File: src/rtl/alu_pkg.sv
// Shared ALU definitions: result-unit codes (matching ALU_FUN[3:2]) and small helpers
// used by both the decoder and the result collector.
package alu_pkg;

   localparam logic [1:0] ARITH_C = 2'b00;
   localparam logic [1:0] LOGIC_C = 2'b01;
   localparam logic [1:0] CMP_C   = 2'b10;
   localparam logic [1:0] SHIFT_C = 2'b11;

   // True when two or more strobes in the vector are high.
   function automatic logic multi_hot(input logic [3:0] flags);
      return (flags & (flags - 4'd1)) != 4'd0;
   endfunction

endpackage : alu_pkg

File: src/rtl/alu_res_fifo.sv
// First-word-fall-through FIFO: the head entry is visible on head_o as soon as it is
// written; head_o reads as zero while empty. A push into a full FIFO is accepted only
// when a pop happens on the same edge.
module alu_res_fifo #(
   parameter int W     = 34,
   parameter int DEPTH = 4,
   localparam int AW   = $clog2(DEPTH)
) (
   input  logic          clk,
   input  logic          rst_n,
   input  logic          push_i,
   input  logic [W-1:0]  push_data_i,
   input  logic          pop_i,
   output logic [W-1:0]  head_o,
   output logic          valid_o,
   output logic          full_o,
   output logic [AW:0]   level_o
);

   logic [W-1:0]  mem_q [DEPTH];
   logic [AW-1:0] wr_ptr_q, wr_ptr_d;
   logic [AW-1:0] rd_ptr_q, rd_ptr_d;
   logic [AW:0]   level_q, level_d;
   logic          empty_s;
   logic          do_push_s;
   logic          do_pop_s;

   // Handshake qualification and next-state for pointers and occupancy.
   always_comb begin
      empty_s   = (level_q == '0);
      full_o    = (level_q == (AW+1)'(DEPTH));
      do_pop_s  = pop_i & ~empty_s;
      do_push_s = push_i & (~full_o | do_pop_s);
      wr_ptr_d  = do_push_s ? wr_ptr_q + AW'(1) : wr_ptr_q;
      rd_ptr_d  = do_pop_s  ? rd_ptr_q + AW'(1) : rd_ptr_q;
      case ({do_push_s, do_pop_s})
         2'b10:   level_d = level_q + (AW+1)'(1);
         2'b01:   level_d = level_q - (AW+1)'(1);
         default: level_d = level_q;
      endcase
   end

   // Pointer and occupancy registers; wrap is free because DEPTH is a power of two.
   always_ff @(posedge clk or negedge rst_n) begin
      if (!rst_n) begin
         wr_ptr_q <= '0;
         rd_ptr_q <= '0;
         level_q  <= '0;
      end else begin
         wr_ptr_q <= wr_ptr_d;
         rd_ptr_q <= rd_ptr_d;
         level_q  <= level_d;
      end
   end

   // Storage array; when full with a simultaneous pop, wr_ptr equals rd_ptr and the
   // departing head slot is reused.
   always_ff @(posedge clk) begin
      if (do_push_s) begin
         mem_q[wr_ptr_q] <= push_data_i;
      end
   end

   assign valid_o = ~empty_s;
   assign head_o  = empty_s ? '0 : mem_q[rd_ptr_q];
   assign level_o = level_q;

endmodule : alu_res_fifo

File: src/rtl/alu_result_collector.sv
// Collects results from the four ALU execution units into one FWFT queue, tagging each
// entry with its source unit, and keeps sticky overflow / multi-strobe error flags.
module alu_result_collector
   import alu_pkg::*;
#(
   parameter int WIDTH  = 16,
   parameter int WIDTH2 = 32,
   parameter int DEPTH  = 4
) (
   input  logic                     clk,
   input  logic                     reset,
   input  logic [WIDTH2-1:0]        arith_out,
   input  logic                     arith_flag,
   input  logic [WIDTH-1:0]         logic_out,
   input  logic                     logic_flag,
   input  logic [WIDTH-1:0]         cmp_out,
   input  logic                     cmp_flag,
   input  logic [WIDTH-1:0]         shift_out,
   input  logic                     shift_flag,
   output logic [WIDTH2-1:0]        res_data,
   output logic [1:0]               res_src,
   output logic                     res_valid,
   input  logic                     res_ready,
   input  logic                     clr_err,
   output logic                     ovf_err,
   output logic                     multi_err,
   output logic [$clog2(DEPTH):0]   level
);

   localparam int EW = WIDTH2 + 2;

   logic [3:0]        flags_s;
   logic              push_s;
   logic              pop_s;
   logic              full_s;
   logic [1:0]        sel_src_s;
   logic [WIDTH2-1:0] sel_data_s;
   logic [EW-1:0]     head_s;
   logic              ovf_err_q, ovf_err_d;
   logic              multi_err_q, multi_err_d;

   assign flags_s = {arith_flag, logic_flag, cmp_flag, shift_flag};
   assign push_s  = |flags_s;
   assign pop_s   = res_valid & res_ready;

   // Fixed-priority source select: arith > logic > cmp > shift.
   always_comb begin
      sel_src_s  = ARITH_C;
      sel_data_s = '0;
      if (arith_flag) begin
         sel_src_s  = ARITH_C;
         sel_data_s = arith_out;
      end else if (logic_flag) begin
         sel_src_s  = LOGIC_C;
         sel_data_s = WIDTH2'(logic_out);
      end else if (cmp_flag) begin
         sel_src_s  = CMP_C;
         sel_data_s = WIDTH2'(cmp_out);
      end else if (shift_flag) begin
         sel_src_s  = SHIFT_C;
         sel_data_s = WIDTH2'(shift_out);
      end else begin
         sel_src_s  = ARITH_C;
         sel_data_s = '0;
      end
   end

   alu_res_fifo #(
      .W     (EW),
      .DEPTH (DEPTH)
   ) u_fifo (
      .clk         (clk),
      .rst_n       (reset),
      .push_i      (push_s),
      .push_data_i ({sel_src_s, sel_data_s}),
      .pop_i       (pop_s),
      .head_o      (head_s),
      .valid_o     (res_valid),
      .full_o      (full_s),
      .level_o     (level)
   );

   // Sticky flags: a set condition on the clearing edge wins over the clear.
   always_comb begin
      ovf_err_d   = (ovf_err_q & ~clr_err) | (push_s & full_s & ~pop_s);
      multi_err_d = (multi_err_q & ~clr_err) | multi_hot(flags_s);
   end

   // Sticky flag registers.
   always_ff @(posedge clk or negedge reset) begin
      if (!reset) begin
         ovf_err_q   <= 1'b0;
         multi_err_q <= 1'b0;
      end else begin
         ovf_err_q   <= ovf_err_d;
         multi_err_q <= multi_err_d;
      end
   end

   assign res_data  = head_s[WIDTH2-1:0];
   assign res_src   = head_s[EW-1:WIDTH2];
   assign ovf_err   = ovf_err_q;
   assign multi_err = multi_err_q;

endmodule : alu_result_collector

File: config.mk
export PLATFORM = sky130hd
export DESIGN_NAME = alu_result_collector
export DESIGN_NICKNAME = d
export VERILOG_FILES = /design/src/rtl/alu_pkg.sv /design/src/rtl/alu_res_fifo.sv /design/src/rtl/alu_result_collector.sv
export SDC_FILE = /design/constraint.sdc
export NUM_CORES = 1
export LEC_CHECK = 0
export CAP_MARGIN = 20
export CORE_AREA = 3 3 161 85
export DETAILED_ROUTE_END_ITERATION = 10
export DIE_AREA = 0 0 164 88
export MAX_ROUTING_LAYER = met4
export PLACE_DENSITY = 0.79
export SLEW_MARGIN = 10
export SYNTH_ARGS = -nofsm -noshare
export SYNTH_HDL_FRONTEND = slang
export SYNTH_SLANG_ARGS = --single-unit
File: constraint.sdc
create_clock -name clk -period 2.45 [get_ports clk]
set_input_delay 0.735 -clock clk [delete_from_list [all_inputs] [get_ports clk]]
set_output_delay 0.735 -clock clk [all_outputs]
set_load 0.02 [all_outputs]
### After elaboration in Yosys (flattened, before gate mapping)

Memory sizes are Yosys's and may differ from the RTL's.
Cells that the tools add are included.

| word-level totals | value |
|---|---|
| flip-flop bits (word level) | 9 |
| memory bits (writable) | 136 |
| bits of input ports | 88 |
| output and inout port bits | 40 |
| word-level logic and storage cells | 45 |
| memories kept | 1 |

| cells by class | value |
|---|---|
| add/subtract/negate cells | 5 |
| equality and inequality tests | 3 |
| multiplexer cells | 12 |
| bitwise logic cells | 15 |
| reductions and logical operators | 4 |

Memories:

| name | words | bits a word | rd ports | clocked after memory_dff | wr ports | RTL line | text |
|---|---|---|---|---|---|---|---|
| u_fifo.mem_q | 4 | 34 | 1 | 0 | 1 | alu_res_fifo.sv:20 | `logic [W-1:0] mem_q [DEPTH];` |

Operators by type and width:

| cell | number |
|---|---|
| two-way mux 16 bit | 3 |
| two-way mux 34 bit | 1 |
| two-way mux 32 bit | 1 |
| two-way mux 2 bit | 4 |
| AND 1 bit | 7 |
| one-hot mux 3 bit (2 select lines) | 1 |
| adder 2 x 1 -> 2 bit, second input constant | 2 |
| AND 4 bit | 1 |
| NOT 1 bit | 4 |
| nonzero test 4 bit | 1 |
| OR reduction 4 bit | 1 |
| subtractor 4 x 1 -> 4 bit, second input constant | 1 |
| adder 3 x 1 -> 3 bit, second input constant | 1 |
| equality test 3 bit, second input constant | 1 |
| logical NOT 3 bit | 1 |
| bitwise OR 1 bit | 3 |
| subtractor 3 x 1 -> 3 bit, second input constant | 1 |
| equality test 2 x 1 -> 1 bit, second input constant | 1 |
| equality test 2 bit, second input constant | 1 |
| two-way mux 1 bit | 2 |
| nonzero test 2 bit | 1 |

### Longest topological paths before layout

| depth | value |
|---|---|
| depth in word-level cells | 8 |
| depth in mapped cells | 8 |
| depth with buffers taken out | 6 |

### Modules after synthesis

A second synthesis with hierarchy kept.

| unflattened totals | value |
|---|---|
| cells, all modules | 362 |
| area, all modules | 6317.3 µm² |

By module, submodules not included:

| module | instances | cells each | area each (µm²) | seq. area each (µm²) |
|---|---|---|---|---|
| alu_res_fifo | 1 | 268 | 5655.4 | 4259.1 |
| alu_result_collector | 1 | 94 | 661.9 | 50.0 |

### Least setup slack after synthesis

OpenSTA, ideal clock, no wires.

| timing | value |
|---|---|
| kind | input -> register |
| start | input port logic_flag |
| end | register u_fifo.level_q[2], in the netlist u_fifo.level_o[2] |
| setup time | 0.126 ns |
| arrival | 2.714 ns |
| required time | 2.324 ns |
| path slack | -0.390 ns |
| cell stages on the path | 8 |
| path buffers | 2 |
| path through | buf_4 > nor4_4 > buf_6 > nand3_1 > fa_1 > or2_2 > or2_2 > a221o_1 |

| on the way | value |
|---|---|
| word-level cells in the longest chain between the ends | 4 |
| elaborated cells on any way between the ends | 6 |
| classes of those cells | eq/ne: 2; mux: 1; bitwise: 1; reduce/logical: 2 |

Ends and longest elaborated chain:

| element | RTL line | text |
|---|---|---|
| start: declaration | alu_result_collector.sv:15 | `input logic logic_flag,` |
| OR reduction 4 bit * | alu_result_collector.sv:43 | `assign push_s = \|flags_s;` |
| AND 1 bit * | alu_res_fifo.sv:33 | `do_push_s = push_i & (~full_o \| do_pop_s);` |
| equality test 2 x 1 -> 1 bit or equality test 2 bit (tied branches) | alu_res_fifo.sv:36 | `case ({do_push_s, do_pop_s})` |
| one-hot mux 3 bit (2 select lines) or nonzero test 2 bit (tied branches) | n/a |  |
| end signal: assignment | alu_res_fifo.sv:52 | `level_q <= level_d;` |
| end: declaration | alu_res_fifo.sv:23 | `logic [AW:0] level_q, level_d;` |

Every way passes the cells marked *; elsewhere a longest branch is shown, timed or not.
A chain may end at the register's enable or synchronous reset.

### Worst setup path after layout

| timing | value |
|---|---|
| start | register u_fifo.rd_ptr_q[0] |
| end | output port res_src[0] |

| on the way | value |
|---|---|
| word-level cells in the longest chain between the ends | 2 |

Ends and longest elaborated chain:

| element | RTL line | text |
|---|---|---|
| start: declaration | alu_res_fifo.sv:22 | `logic [AW-1:0] rd_ptr_q, rd_ptr_d;` |
| start signal: assignment | alu_res_fifo.sv:51 | `rd_ptr_q <= rd_ptr_d;` |
| memory read (4 x 34 bit) | n/a |  |
| two-way mux 34 bit | alu_res_fifo.sv:65 | `assign head_o = empty_s ? '0 : mem_q[rd_ptr_q];` |
| end: declaration | alu_result_collector.sv:21 | `output logic [1:0] res_src,` |

Every way passes these cells.

==> flow_summary.yaml <==
outcome:
  run_status: "finished with violations"
  violations: "negative setup slack"
floorplanning:
  rows: 29
  core-area_um2: 12400
  die_w_um: 164
  io_pins: 128
  die-area_um2: 14400
  initial_core_utilization_pct: 51.4
  die_h_um: 88
drt:
  drt_wl_total_mm: 15.4
  first_iter_violations: 285
  antenna_left: 0
  drt_drc_violations_left: 0
  routed-via-count: 4069
  routedWlPerCell_um: 21.0
  post_drt_via_cell_ratio: 5.56
  detailedRoute.firstPassIterationCount: 4
synth:
  edff_count_synth: 136
  cell_area_after_synthesis_um2: 6390
  syn_area_per_cell_um2: 16.8
  synth_cell_type_count: 36
  yosys_most_used_dff: "sky130_fd_sc_hd__edfxtp_1"
  seq_area_frac_synth_pct: 67.4
  number_of_storage_elements_in_the_synthesis_netlist: 145
  synth-async-reset-ratio_pct: 6.21
  synth-warning-count: 0
  number_of_cells_produced_by_synthesis: 381
  synthesis.nets: 474
clock_network:
  ctsHtreeMaxLevel: 4
  clock_tree.buffer_depth: 2
  cts_made_buffers: 17
  cts.sink_count: 145
  ctsRootBufferMaster: "sky130_fd_sc_hd__clkbuf_16"
  cts.clk_slew.worst_paths_ps: 60
  tritoncts: "built"
  clock_latency_at_the_later_pin_of_the_worst_skew_pair_ps: 420
layout:
  antenna_cells_inserted: 0
  layout_common_cells: "sky130_fd_sc_hd__edfxtp_1 (136), sky130_fd_sc_hd__clkdlybuf4s50_1 (88), sky130_fd_sc_hd__buf_4 (36)"
  final_common_cell: "sky130_fd_sc_hd__edfxtp_1"
  stdcell_count: 732
  layout.nets: 643
  area_growth_pct: 41.0
  post_route_cells_drive_above_1_share_pct: 34.3
setup_path:
  cp_slowest_stage_delay_ps: 480
  cp.arrival_ps: 2020
  worstSetupStartpointType: "register"
  worst_setup_path_end_kind: "output pin"
  type_of_the_worst_setup_path: "reg2out"
  cp_slowest_cell: "sky130_fd_sc_hd__mux4_2"
  critical_path.n_buffers_inverters: 4
  cp_cell_sequence: "buf_6 -> buf_16 -> buf_6 -> mux4_2 -> and2_4 -> buf_6"
  worst-endpoint-required_ps: 1710
  critical-path-top-delay-family: "buffers and inverters"
  crit_top_cell: "sky130_fd_sc_hd__buf_6"
  critical_path_peak_fanout: 5
sta:
  timing.slew.headroom_pct: 59.9
  finalHoldViolCount: 0
  final.setup.worst_slack_ps: -302
  tightest_slew_ps: 596
  clock_skew_ps: 8.45
  maxClockFrequency_ghz: 0.363
  clock_period_minus_final_worst_setup_slack_ps: 2750
  rsz_0062_raised_after_global_routing: "true"
  timing.final.setup_violations: 34
  post-route-period-util_pct: 112
  slew_violations: 0
job:
  drv.max_cap_violation_count: 0
place:
  finalWeightedCongestion: 0.783
  post-place-cells: 692
  dp_worst_setup_slack_ps: -539
  dp.final_hpwl_mm: 9.11
  io_buffers: 127
power:
  power-per-cell-area_nw_per_um2: 1370
  total_leakage_power_nw: 3.29
  peakVddDrop_uv: 775
grt:
  first_global_vias: 4232
  gr-usage-all-layers_pct: 23.1
  first_pass_grt_wire_length_mm: 23.5
  globalRoute.totalOverflow: 0
  grt_antenna_before_repair: 0
  grt_max_degree: 52
min_path:
  min-delay-path-class: "reg2reg"
[final timing paths]
path | start | endpoint | slack, ps | depth (start not counted)
worst min register to register | multi_err | multi_err | 540 | 2
worst max-delay path | u_fifo.rd_ptr_q[0] | res_src[0] | -300 | 6
worst min-delay path | multi_err | multi_err | 540 | 2
min in group asynchronous | reset | u_fifo.level_o[2] | 630 | 1
worst max register to register | u_fifo.level_o[0] | u_fifo.level_o[1] | 430 | 7
max in group asynchronous | reset | u_fifo.rd_ptr_q[1] | 1470 | 1
[worst reg2reg max path, stage by stage (launching register included)]
cell	delay (ps)
sky130_fd_sc_hd__dfrtp_1	380
sky130_fd_sc_hd__or3_1	430
sky130_fd_sc_hd__buf_4	170
sky130_fd_sc_hd__nand3_2	70
sky130_fd_sc_hd__fa_2	460
sky130_fd_sc_hd__a21oi_1	140
sky130_fd_sc_hd__mux2i_1	80
sky130_fd_sc_hd__a211oi_1	220
[cells by family (layout without fill, tap and decap cells)]
| family | after synthesis | count (layout) | synth area share (%) |
|---|---|---|---|
| XOR/XNOR | 4 | 4 | 0.548 |
| flip-flops | 145 | 145 | 67.4 |
| AO/OA/AOI/OAI | 41 | 41 | 5.01 |
| buffers and inverters | 36 | 217 | 2.76 |
| adder cells (fa/ha/maj) | 6 | 6 | 1.25 |
| AND/OR/NAND/NOR | 107 | 107 | 9.75 |
| multiplexers | 42 | 42 | 13.3 |
[cells in the mapped netlist (3+ instances only)]
master,number,area share (%)
sky130_fd_sc_hd__edfxtp_1,136,64
sky130_fd_sc_hd__and2_1,54,5.3
sky130_fd_sc_hd__mux4_2,34,12
sky130_fd_sc_hd__nand2_1,18,1.1
sky130_fd_sc_hd__nor2b_1,18,1.8
sky130_fd_sc_hd__a221oi_1,16,2.2
sky130_fd_sc_hd__o31ai_1,16,1.9
sky130_fd_sc_hd__clkbuf_1,13,0.76
sky130_fd_sc_hd__dfrtp_1,9,3.5
sky130_fd_sc_hd__inv_1,8,0.47
sky130_fd_sc_hd__buf_2,6,0.47
sky130_fd_sc_hd__buf_4,5,0.59
sky130_fd_sc_hd__mux2i_1,5,0.78
sky130_fd_sc_hd__nor2_1,5,0.29
sky130_fd_sc_hd__ha_1,4,0.78
sky130_fd_sc_hd__xnor2_1,4,0.55
sky130_fd_sc_hd__mux2_2,3,0.53
sky130_fd_sc_hd__nand3_1,3,0.23
[registers in the layout (all words and copies together), names as in the netlist]
signal and cells:
u_fifo.mem_q 136, u_fifo.level_o 3, u_fifo.rd_ptr_q 2, u_fifo.wr_ptr_q 2, multi_err 1, ovf_err 1
[through the flow]
stage | hold slack (ps) | util (%) | total power (W) | TNS [ps] | cell area [um2]
2_1_floorplan | 439 | - | 0.00671 | -269 | 6410
3_3_place_gp | 518 | 65.7 | 0.00884 | -52430 | 8180
3_5_place_dp | 530 | 65.7 | 0.00896 | -57570 | 8180
4_1_cts | 534 | 72.7 | 0.0125 | -7930 | 9050
5_1_grt | 566 | 72.4 | 0.0129 | -9710 | 9010
6_report | 536 | 72.4 | 0.0124 | -7750 | 9010
[layout make-up]
cell class,count,area (um2)
Clock buffer,19,433
Multi-Input combinational cell,200,2000
Clock inverter,12,166
Sequential cell,145,4310
Timing Repair Buffer,178,1860
Fill cell,762,3430
Inverter,8,30.0
Tap cell,170,213
[power breakdown]
group	total [W]	internal, W	switching (W)
Sequential	0.00398	0.00372	0.000261
Clock	0.00265	0.00168	0.000963
Combinational	0.00574	0.00310	0.00264
Total	0.0124	0.00851	0.00386
[metal layers]
| metal | global-route usage (%) | wire length, um |
|---|---|---|
| met2 | 38.5 | 8110 |
| met5 | - | 0 |
| met4 | 8.98 | 340 |
| met1 | 27.7 | 6170 |
| met3 | 5.67 | 768 |
[timing repair]
item | 4_1_cts | 5_1_grt
setup buffers | 8 | 2
hold buffers | 0 | 0
endpoints found under the setup margin | 36 | 35
pin swaps | 19 | 3
gates resized for setup | 234 | 8
gates cloned | 3 | 0
No activity file was read; power rests on OpenSTA's default activity.
